### config.mk
export PLATFORM = sky130hd
export DESIGN_NAME = module_keypad_decoder
export DESIGN_NICKNAME = d
export VERILOG_FILES = /design/src/rtl/module_keypad_decoder.sv
export SDC_FILE = /design/constraint.sdc
export NUM_CORES = 1
export LEC_CHECK = 0
export BUFFER_PORTS_ARGS = -buffer_cell sky130_fd_sc_hd__buf_2
export CORE_ASPECT_RATIO = 0.75
export CORE_UTILIZATION = 40
export DETAILED_ROUTE_END_ITERATION = 16
export SLEW_MARGIN = 20
export SYNTH_ARGS = -nofsm -noshare
export SYNTH_HDL_FRONTEND = slang
export SYNTH_SLANG_ARGS = --single-unit
### constraint.sdc
create_clock -name i_clk -period 2.82 [get_ports i_clk]
set_input_delay 0.705 -clock i_clk [delete_from_list [all_inputs] [get_ports i_clk]]
set_output_delay 0.705 -clock i_clk [all_outputs]
set_load 0.02 [all_outputs]
### src/rtl/module_keypad_decoder.sv
// 4x4 matrix keypad scanner/decoder. Synchronises the active-low columns, drives the
// active-low rows, debounces one key press and release, and emits a 4-bit key code with a
// single-cycle valid strobe. Requests a scan freeze (o_stop) while a key is being handled.
module module_keypad_decoder #(
  parameter int unsigned DEBOUNCE_CYCLES = 16
) (
  input  logic       i_clk,
  input  logic       i_rst,
  input  logic [1:0] i_cont_out,
  input  logic [3:0] i_col_n,
  output logic [3:0] o_row_n,
  output logic       o_stop,
  output logic [3:0] o_key_code,
  output logic       o_key_valid
);

  localparam int unsigned CntW = $clog2(DEBOUNCE_CYCLES + 3);

  // Last count value before the transition fires, so the compare uses the current count.
  localparam logic [CntW-1:0] PressLast = CntW'(DEBOUNCE_CYCLES + 1);
  localparam logic [CntW-1:0] RelLast   = CntW'(DEBOUNCE_CYCLES - 1);
  localparam logic [CntW-1:0] Settle    = CntW'(2);

  typedef enum logic [2:0] {
    StScan,
    StDebPress,
    StEmit,
    StHold,
    StDebRel
  } state_e;

  state_e          r_state;
  state_e          w_state_next;
  logic [CntW-1:0] r_cnt;
  logic [CntW-1:0] w_cnt_next;
  logic [1:0]      r_row_lat;
  logic [1:0]      w_row_lat_next;
  logic [3:0]      r_col_lat;
  logic [3:0]      w_col_lat_next;
  logic [3:0]      r_col_s1;
  logic [3:0]      r_col_s2;
  logic [1:0]      r_row_d1;
  logic [1:0]      r_row_d2;
  logic [3:0]      r_key_code;
  logic            r_key_valid;
  logic            w_stop;
  logic            w_one_low;
  logic [1:0]      w_row_sel;

  // Translate a latched row and one-hot-low column into the keypad's key code.
  function automatic logic [3:0] f_key_map(input logic [1:0] row, input logic [3:0] col);
    logic [1:0] c;
    logic [3:0] code;
    case (col)
      4'b1110: c = 2'd0;
      4'b1101: c = 2'd1;
      4'b1011: c = 2'd2;
      4'b0111: c = 2'd3;
      default: c = 2'd0;
    endcase
    case ({row, c})
      4'h0: code = 4'h1;
      4'h1: code = 4'h2;
      4'h2: code = 4'h3;
      4'h3: code = 4'hA;
      4'h4: code = 4'h4;
      4'h5: code = 4'h5;
      4'h6: code = 4'h6;
      4'h7: code = 4'hB;
      4'h8: code = 4'h7;
      4'h9: code = 4'h8;
      4'hA: code = 4'h9;
      4'hB: code = 4'hC;
      4'hC: code = 4'hE;
      4'hD: code = 4'h0;
      4'hE: code = 4'hF;
      default: code = 4'hD;
    endcase
    return code;
  endfunction

  // Two-flop column synchroniser with a matching row-index delay so r_row_d2 names the row
  // that produced r_col_s2.
  always_ff @(posedge i_clk or negedge i_rst) begin
    if (!i_rst) begin
      r_col_s1 <= 4'hF;
      r_col_s2 <= 4'hF;
      r_row_d1 <= 2'd0;
      r_row_d2 <= 2'd0;
    end else begin
      r_col_s1 <= i_col_n;
      r_col_s2 <= r_col_s1;
      r_row_d1 <= i_cont_out;
      r_row_d2 <= r_row_d1;
    end
  end

  // Exactly one column low; multi-key presses are treated as no press.
  always_comb begin
    w_one_low = 1'b0;
    case (r_col_s2)
      4'b1110, 4'b1101, 4'b1011, 4'b0111: w_one_low = 1'b1;
      default:                            w_one_low = 1'b0;
    endcase
  end

  // FSM state, debounce counter and latched key position.
  always_ff @(posedge i_clk or negedge i_rst) begin
    if (!i_rst) begin
      r_state   <= StScan;
      r_cnt     <= '0;
      r_row_lat <= 2'd0;
      r_col_lat <= 4'hF;
    end else begin
      r_state   <= w_state_next;
      r_cnt     <= w_cnt_next;
      r_row_lat <= w_row_lat_next;
      r_col_lat <= w_col_lat_next;
    end
  end

  // Next-state logic and the stop request.
  always_comb begin
    w_state_next   = r_state;
    w_cnt_next     = r_cnt;
    w_row_lat_next = r_row_lat;
    w_col_lat_next = r_col_lat;
    w_stop         = 1'b1;
    unique case (r_state)
      StScan: begin
        w_stop = 1'b0;
        if (w_one_low) begin
          w_row_lat_next = r_row_d2;
          w_col_lat_next = r_col_s2;
          w_cnt_next     = '0;
          w_state_next   = StDebPress;
        end
      end
      StDebPress: begin
        // The first two samples still come from the scanning rows, so they are ignored.
        if ((r_cnt < Settle) || (r_col_s2 == r_col_lat)) begin
          w_cnt_next = r_cnt + 1'b1;
          if (r_cnt == PressLast) begin
            w_state_next = StEmit;
          end
        end else begin
          w_state_next = StScan;
        end
      end
      StEmit: begin
        w_state_next = StHold;
      end
      StHold: begin
        if (r_col_s2 == 4'hF) begin
          w_cnt_next   = '0;
          w_state_next = StDebRel;
        end
      end
      StDebRel: begin
        if (r_col_s2 == 4'hF) begin
          w_cnt_next = r_cnt + 1'b1;
          if (r_cnt == RelLast) begin
            w_state_next = StScan;
          end
        end else begin
          w_cnt_next   = '0;
          w_state_next = StHold;
        end
      end
      default: begin
        w_state_next = StScan;
      end
    endcase
  end

  // Key code register and one-cycle valid strobe, loaded from the EMIT state.
  always_ff @(posedge i_clk or negedge i_rst) begin
    if (!i_rst) begin
      r_key_code  <= 4'h0;
      r_key_valid <= 1'b0;
    end else begin
      r_key_valid <= (r_state == StEmit);
      if (r_state == StEmit) begin
        r_key_code <= f_key_map(r_row_lat, r_col_lat);
      end
    end
  end

  // Row drive follows the scan counter only while scanning; otherwise it parks on the
  // latched row so scanner overrun after a freeze request is harmless.
  always_comb begin
    w_row_sel = (r_state == StScan) ? i_cont_out : r_row_lat;
    o_row_n   = ~(4'b0001 << w_row_sel);
  end

  assign o_stop      = w_stop;
  assign o_key_code  = r_key_code;
  assign o_key_valid = r_key_valid;

endmodule

---- After elaboration in Yosys (flattened, before gate mapping) ----
Memory sizes are Yosys's and may differ from the RTL's. A register that Yosys moved wholly into a read port is not among the register bits.
Cells that the tools add are included.
operators by class
  $lt $le $gt $ge ......................... 1
  mux-type cells .......................... 17
  bitwise logic cells ..................... 1
  reductions and logical operators ........ 8
  $add $sub $neg .......................... 1
  shifts and indexed selects .............. 1
  equality and inequality tests ........... 20
operator list
  kind                                                                    count
  4-bit equality test (second input constant)                             6
  5-bit 2-to-1 mux                                                        4
  5-bit one-hot mux with 4 select lines                                   1
  3-bit 2-to-1 mux                                                        6
  3-bit one-hot mux with 5 select lines                                   1
  4-bit by 3-bit equality test with 1-bit output (second input constant)  2
  4-bit AND reduction                                                     2
  3-bit by 2-bit equality test with 1-bit output (second input constant)  2
  2-bit != test (second input constant)                                   3
  3-bit != test (second input constant)                                   2
  2-bit one-hot mux with 3 select lines                                   1
  5-bit by 1-bit adder with 5-bit output (second input constant)          1
  5-bit by 4-bit equality test with 1-bit output (second input constant)  1
  5-bit equality test (second input constant)                             1
  5-bit by 2-bit < comparator with 1-bit output (second input constant)   1
  4-bit equality test                                                     1
  2-bit 2-to-1 mux                                                        2
  4-bit inverter                                                          1
  4-bit nonzero test                                                      1
  4-bit OR reduction                                                      1
  1-bit by 2-bit left shift with 4-bit output (first input constant)      1
  3-bit by 1-bit equality test with 1-bit output (second input constant)  1
  3-bit equality test (second input constant)                             1
  3-bit logical NOT                                                       1
  other kinds (4)                                                         5
word-level totals
  bits in registers ....................... 27
  memories ................................ 1
  bits of input ports ..................... 8
  word-level logic and storage cells ...... 59
  memory bits (read-only) ................. 64
  output and inout bits ................... 10
memories
  name             words  width  rd ports  clocked after memory_dff  write ports  line  source
  (no name shown)  16     4      1         1                         0            61    case ({row, c})

---- Depth between registers and ports, before layout ----
Gate-level depths: netlist (run 1).
  depth in word-level cells ............... 5
  depth in mapped cells ................... 8
  depth with buffers taken out ............ 8

---- Worst setup path before layout (run 1) ----
OpenSTA, ideal clock, no wires.
  path type ............................... reg2out
  from .................................... reg r_state[2]
  to ...................................... out o_row_n[3]
  stages on the path, launching flop included .. 5
  required time ........................... 2.115 ns
  path slack .............................. 0.599 ns
  arrival time ............................ 1.516 ns
  path buffers ............................ 1
  cells stage by stage .................... dfrtp_1 > buf_2 > nor3_2 > inv_1 > a31oi_1
on the way
  cells in the longest elaborated chain, start to end .. 4
ends and longest elaborated chain
  item                                         line  source
  from (decl)                                  32    state_e r_state;
  from (signal assigned)                       110   r_state <= StScan;
  from (signal assigned)                       115   r_state <= w_state_next;
  3-bit logical NOT                            192   w_row_sel = (r_state == StScan) ? i_cont_out : r_row_lat;
  2-bit 2-to-1 mux                             192
  1-bit by 2-bit left shift with 4-bit output  193   o_row_n = ~(4'b0001 << w_row_sel);
  4-bit inverter                               193
  to (decl)                                    11    output logic [3:0] o_row_n,
No other way between the ends.

---- Final worst setup path (run 1) ----
Ends and elaborated chain as after synthesis.

==> results_dict.tcl, run 1 <==
set metrics [dict create \
    synth.area.mux_share_pct 12.3 \
    relSlewSlack_pct 56.4 \
    diodes 0 \
    fin_tns_setup_ns 0 \
    critPathRequiredTime_ns 2.12 \
    antenna_left 0 \
    post-route-drc-count 0 \
    wl_per_cell_microns 12.6 \
    totalPowerFinal_uw 1610 \
    ys.flop_type "dfrtp_1" \
    synth.avg_cell_area_sq_um 11.6 \
    antenna_found_initial 0 \
    start_util_pct 42.7 \
    grt-ovfl-total 0 \
    drt-total-wl_microns 2660 \
    worstPathArrival_ns 1.77 \
    io_buffers 17 \
    p_switching_uw 597 \
    ios 18 \
    die-area_sq_um 4270 \
    crit_family "simple AND/OR/NAND/NOR gates" \
    power.share.clock_pct 20.4 \
    cp-end-kind "output port" \
    crit_type "register to output port" \
    cp_slowest_cell "dfrtp_1" \
    async_flop_share_pct 100 \
    post_cts_buffers 0 \
    path_clk_slew_ns 0.06 \
    cts_made_buffers 5 \
    dr.pass1.iters 4 \
    slowest_delay_ns 0.49 \
    synth_top_family_by_area "simple AND/OR/NAND/NOR gates" \
    syn-cell-area_sq_um 1600 \
    core_region_area_sq_um 3760 \
    yosysSeqAreaShare_pct 49.3 \
    synthToLayoutAreaGrowth_pct 13.6 \
    yosys.area.top_type "dfrtp_1" \
    rows 19 \
    yosysUniqueCellTypes 40 \
    start_kind "register" \
    place_ws_ns 0.655 \
    critPathBufInv 2 \
    synth_compound_area_share_pct 10.5 \
    swShare_pct 37.2 \
    dieWidth_microns 75.1 \
    synthTopCellsByCount "dfrtp_1 (19), dfstp_2 (12), inv_1 (9), nor2_1 (9)" \
    grt_pass1_wl_microns 4880 \
    tightest_slew_ns 0.654 \
    grt_start_max_net_pins 32 \
    setup_viol_count_final 0 \
    min_period_ns 2.48 \
    viasPerCell 5.07 \
    cp_max_fo 10 \
    synth_most_common_cell "dfrtp_1" \
    yosys.area.top_type_share_pct 29.7 \
    num_vias 1070 \
    pwr-share-seq_pct 42.7 \
    synth_area_leaders "dfrtp_1 (30%), dfstp_2 (20%), ha_1 (6.2%)" \
    clock_sinks 31 \
    fp.dieH_microns 56.8 \
    status "complete, no violations" \
    hold_viol_final 0 \
    fmax_ghz 0.404 \
    first_iter_violations 52 \
    synth_edf_count 0 \
    yosys.area_share.simple_pct 14.3 \
    finish.net_count 174 \
    clock_skew_ns 0.00435 \
    rsz0062_at_grt "false" \
    hpwl_microns 1930 \
    clk_path_buf_depth 2 \
    utilization_pct 48.5 \
    power.internal_uw 1010 \
    syn_nets 154 \
    final.setup.worst_slack_ns 0.345 \
    grt_pass1_vias 1070 \
    synthCells 138 \
    drive_above_1_share_pct 34.6 \
    ctsResizeCount 0 \
    cts-root-buf "clkbuf_8" \
    power.density_nw_per_um2 883 \
    hold_buffers 0 \
    synth-seq-cells 31 \
    drv_cap 0 \
    h-tree-depth 2 \
    leakage_uw 0.000842 \
    fin_crit_sh_pct 87.8 \
    p_comb_share_pct 36.9 \
    slew_viol_final 0 \
    ir_drop_v 0.000497 \
    synth-adder-area-share_pct 6.25 \
    globalRouteTotalUtil_pct 15.4 \
    place.gp.congestion 0.795 \
    synth_xor_area_share_pct 3.83 \
    holdCritPathClass "register to register" \
    worstSkewPairLatency_ns 0.28 \
    path_cells "nor3_2 > inv_1 > nor3_1 > a31oi_1 > buf_2" \
    ys_warn_count 0 \
    cts_tree "done" \
]
==> per-stage QoR <==
stage | area (sq um) | cells | hold slack, ns
after global placement | 1740 | 203 | 0.335
after global routing | 1820 | 211 | 0.357
after detailed placement | 1740 | 203 | 0.336
after floorplan | 1600 | 138 | 0.331
final | 1820 | 211 | 0.352
after CTS | 1820 | 211 | 0.354
==> cells by family after synthesis <==
family / Yosys count
muxes: 16
and+or+nand+nor: 40
adders and majority gates: 8
AOI/OAI and AO/OA: 22
buffers and inverters: 14
xor gates and xnor gates: 7
DFF: 31
==> worst paths after layout <==
kind | start | end | slack, ns | cells after the start
max | r_state[2] | o_row_n[3] | 0.34 | 5
max in group asynchronous | i_rst | r_row_d1[0] | 1.94 | 1
min in group asynchronous | i_rst | r_state[1] | 0.45 | 1
min reg2reg | r_col_s1[2] | r_col_s2[2] | 0.35 | 0
min | r_col_s1[2] | r_col_s2[2] | 0.35 | 0
max reg2reg | r_col_lat[3] | o_key_code[1] | 0.70 | 6
==> cell type report <==
class                      instances  area [sq um]
timing repair buffer              17          85.1
clock inverter                     2          12.5
tap                               52          65.1
inverter                          10          37.5
multi-input combinational         93           757
fill                             359          1940
clock buffer                       6          72.6
sequential                        31           791
==> per-layer routing <==
metal | global-route usage (%) | up-vias | share of wire (%) | wire length, microns
met4 | 4.58 | 0 | 0.56 | 15
met2 | 22.8 | 25 | 45 | 1190
met5 | 0 | - | 0 | 0
li1 | - | 528 | - | -
met1 | 20.8 | 513 | 50 | 1340
met3 | 6.10 | 4 | 4.1 | 110
==> registers in the layout, indices dropped and copies added (netlist names) <==
signal	count
r_row_d1	2
r_state	3
r_col_lat	4
r_col_s2	4
r_row_d2	2
r_col_s1	4
o_key_code	4
o_key_valid	1
r_row_lat	2
r_cnt	5
==> power groups by stage <==
stage | Combinational, uW | Clock, uW | Sequential [uW]
floorplan | 532 | 0 | 614
global placement | 570 | 0 | 685
detailed placement | 595 | 0 | 693
CTS | 599 | 345 | 685
global route | 663 | 362 | 706
finish | 593 | 329 | 686
==> layout by cell type, fill, tap and decap left out, drive strengths merged, types with 2 or more instances in the layout <==
master and n:
nor3 5, buf 17, mux2i 4, a31oi 4, o21ai 4, mux2 11
a211o 3, a21oi 6, clkbuf 6, dfstp 12, dfrtp 19, ha 8
inv 10, and3 3, nand2 6, nor3b 5, nand2b 3, xor2 6
nor4 2, nand4b 2, nor2 9
No activity file was read; power rests on OpenSTA's default activity.
==> inputs of run 2 (changes only) <==
ABC_AREA = 1   (was default)
clock period = 2.69 ns   (was 2.82 ns; I/O delays follow)
==> results_dict.tcl, run 2 <==
set metrics [dict create \
    status "complete, no violations" \
    min_period_ns 2.33 \
    first_iter_violations 66 \
    place_ws_ns 0.643 \
    power.density_nw_per_um2 1060 \
    synth_edf_count 0 \
    dr.pass1.iters 4 \
    ir_drop_v 0.000536 \
    final.setup.worst_slack_ns 0.365 \
    diodes 0 \
    crit_type "register to output port" \
    leakage_uw 0.000954 \
    cp_slowest_cell "dfrtp_1" \
    fin_crit_sh_pct 86.4 \
    place.gp.congestion 0.804 \
    largest_register_ffs 5 \
    grt_start_max_net_pins 32 \
    worstPathArrival_ns 1.65 \
    drive_above_1_share_pct 23.5 \
    post-route-drc-count 0 \
    fmax_ghz 0.430 \
    grt_pass1_wl_microns 4910 \
    ios 18 \
    synth-seq-cells 31 \
    relSlewSlack_pct 55.6 \
    final_cell_mix "nand2_1 (72), inv_1 (21), dfrtp_1 (19), buf_2 (17)" \
    synth_most_common_cell "nand2_1" \
    core_region_area_sq_um 3780 \
    hpwl_microns 2140 \
    clock_skew_ns 0.00801 \
    fp.dieH_microns 57.3 \
    start_kind "register" \
    drv_cap 0 \
    ys_warn_count 0 \
    finish.net_count 241 \
    setup_viol_count_final 0 \
    start_util_pct 43.1 \
    regMostFlops "r_cnt" \
    grt-ovfl-total 0 \
    path_clk_slew_ns 0.06 \
    synthCells 202 \
    antenna_left 0 \
    antenna_found_initial 0 \
    hold_viol_final 0 \
    slowest_delay_ns 0.42 \
    clk_path_buf_depth 2 \
    critPathBufInv 3 \
    n_fill_cell 366 \
    wl_per_cell_microns 10.3 \
    holdCritPathClass "register to register" \
    dieWidth_microns 75.7 \
    h-tree-depth 2 \
    yosys.area.top_type "dfrtp_1" \
    io_buffers 17 \
    rsz0062_at_grt "false" \
    synth.avg_cell_area_sq_um 8.06 \
    post_cts_buffers 0 \
    syn_nets 218 \
    viasPerCell 4.50 \
    async_flop_share_pct 100 \
    hold_buffers 0 \
    ys.flop_type "dfrtp_1" \
    cp_max_fo 7 \
    die-area_sq_um 4330 \
    yosys.area.top_type_share_pct 29.2 \
    synthToLayoutAreaGrowth_pct 14.0 \
    ctsResizeCount 0 \
    worstSkewPairLatency_ns 0.29 \
    drt-total-wl_microns 2860 \
    fin_tns_setup_ns 0 \
    path_cells "nor3_2 > inv_2 > o21ai_0 > inv_1 > nand2_1 > buf_2" \
    critPathRequiredTime_ns 2.02 \
    globalRouteTotalUtil_pct 15.7 \
    yosysUniqueCellTypes 25 \
    final_common_cell "nand2_1" \
    syn-cell-area_sq_um 1630 \
    rows 19 \
    clock_sinks 31 \
    tightest_slew_ns 0.666 \
    num_vias 1252 \
    cts_tree "done" \
    cts_made_buffers 5 \
    synth_area_leaders "dfrtp_1 (29%), dfstp_2 (19%), nand2_1 (17%)" \
    grt_pass1_vias 1075 \
    slew_viol_final 0 \
    crit_family "flip-flops" \
    synthTopCellsByCount "nand2_1 (72), inv_1 (21), dfrtp_1 (19)" \
    yosysSeqAreaShare_pct 48.5 \
    cts-root-buf "clkbuf_8" \
    cp-end-kind "output port" \
]
==> run 2: cell count changes in the layout (fill, tap and decap cells not counted), moves of 8 or more <==
cell / delta
nand2_1: +66
inv_1: +12
o21ai_0: +10
nand3_1: +13
mux2_2: -8
==> run 2: per-layer routing <==
metal	vias up	track usage, %	routed length (microns)	part of all wire, %
li1	680	-	-	-
met1	543	24.5	1600	56
met2	21	19.1	1070	37
met3	8	4.77	134	4.7
met4	0	7.94	68	2.4
met5	-	0	0	0
==> run 2: report_power, final <==
group          total, uW  switching (uW)  internal [uW]
clock                351             171            180
sequential           706             101            605
combinational        914             620            294
total               1970             893           1080
==> run 2: final cells by class <==
type                       count  area (sq um)  share of cell area [%]
clock inverter                 2          12.5                   0.674
tap                           52          65.1                    3.50
inverter                      23          86.3                    4.65
timing repair buffer          17          85.1                    4.58
clock buffer                   6          72.6                    3.91
multi-input combinational    147           744                    40.1
sequential                    31           791                    42.6
==> run 2: path summary, 6_finish.rpt <==
path | start | endpoint | slack [ns] | depth (start not counted)
setup / recovery | r_state[2] | o_row_n[3] | 0.36 | 6
hold / removal | r_row_d1[1] | r_row_d2[1] | 0.35 | 0
setup reg to reg | r_col_lat[2] | o_key_code[3] | 0.68 | 8
hold reg to reg | r_row_d1[1] | r_row_d2[1] | 0.35 | 0
max in group asynchronous | i_rst | r_state[1] | 1.84 | 1
min in group asynchronous | i_rst | o_key_code[3] | 0.42 | 1
==> run 2: per-stage QoR <==
stage	total power, uW	hold slack (ns)	std cells	instance area, sq um	util [%]
after floorplan	1390	0.331	202	1630	-
after detailed placement	1630	0.337	270	1770	46.9
final	1970	0.350	278	1860	49.1
after global routing	2160	0.358	278	1860	49.1
after CTS	1990	0.353	278	1860	49.1
after global placement	1630	0.335	270	1770	46.9
==> run 2: logic make-up after synthesis <==
group                      synth area share [%]
buffers and inverters                      5.76
xor gates and xnor gates                   1.08
adders and majority gates                  6.14
AOI/OAI and AO/OA                          6.37
and+or+nand+nor                            32.1
DFF                                        48.5
==> run 2: worst reg2reg max path, stage by stage (launching register included) <==
cell,delay (ns)
dfstp_2,0.56
nand2_1,0.07
o21ai_1,0.33
inv_1,0.14
ha_1,0.19
or2_2,0.28
a21oi_1,0.14
a21oi_1,0.06
o21ai_0,0.15
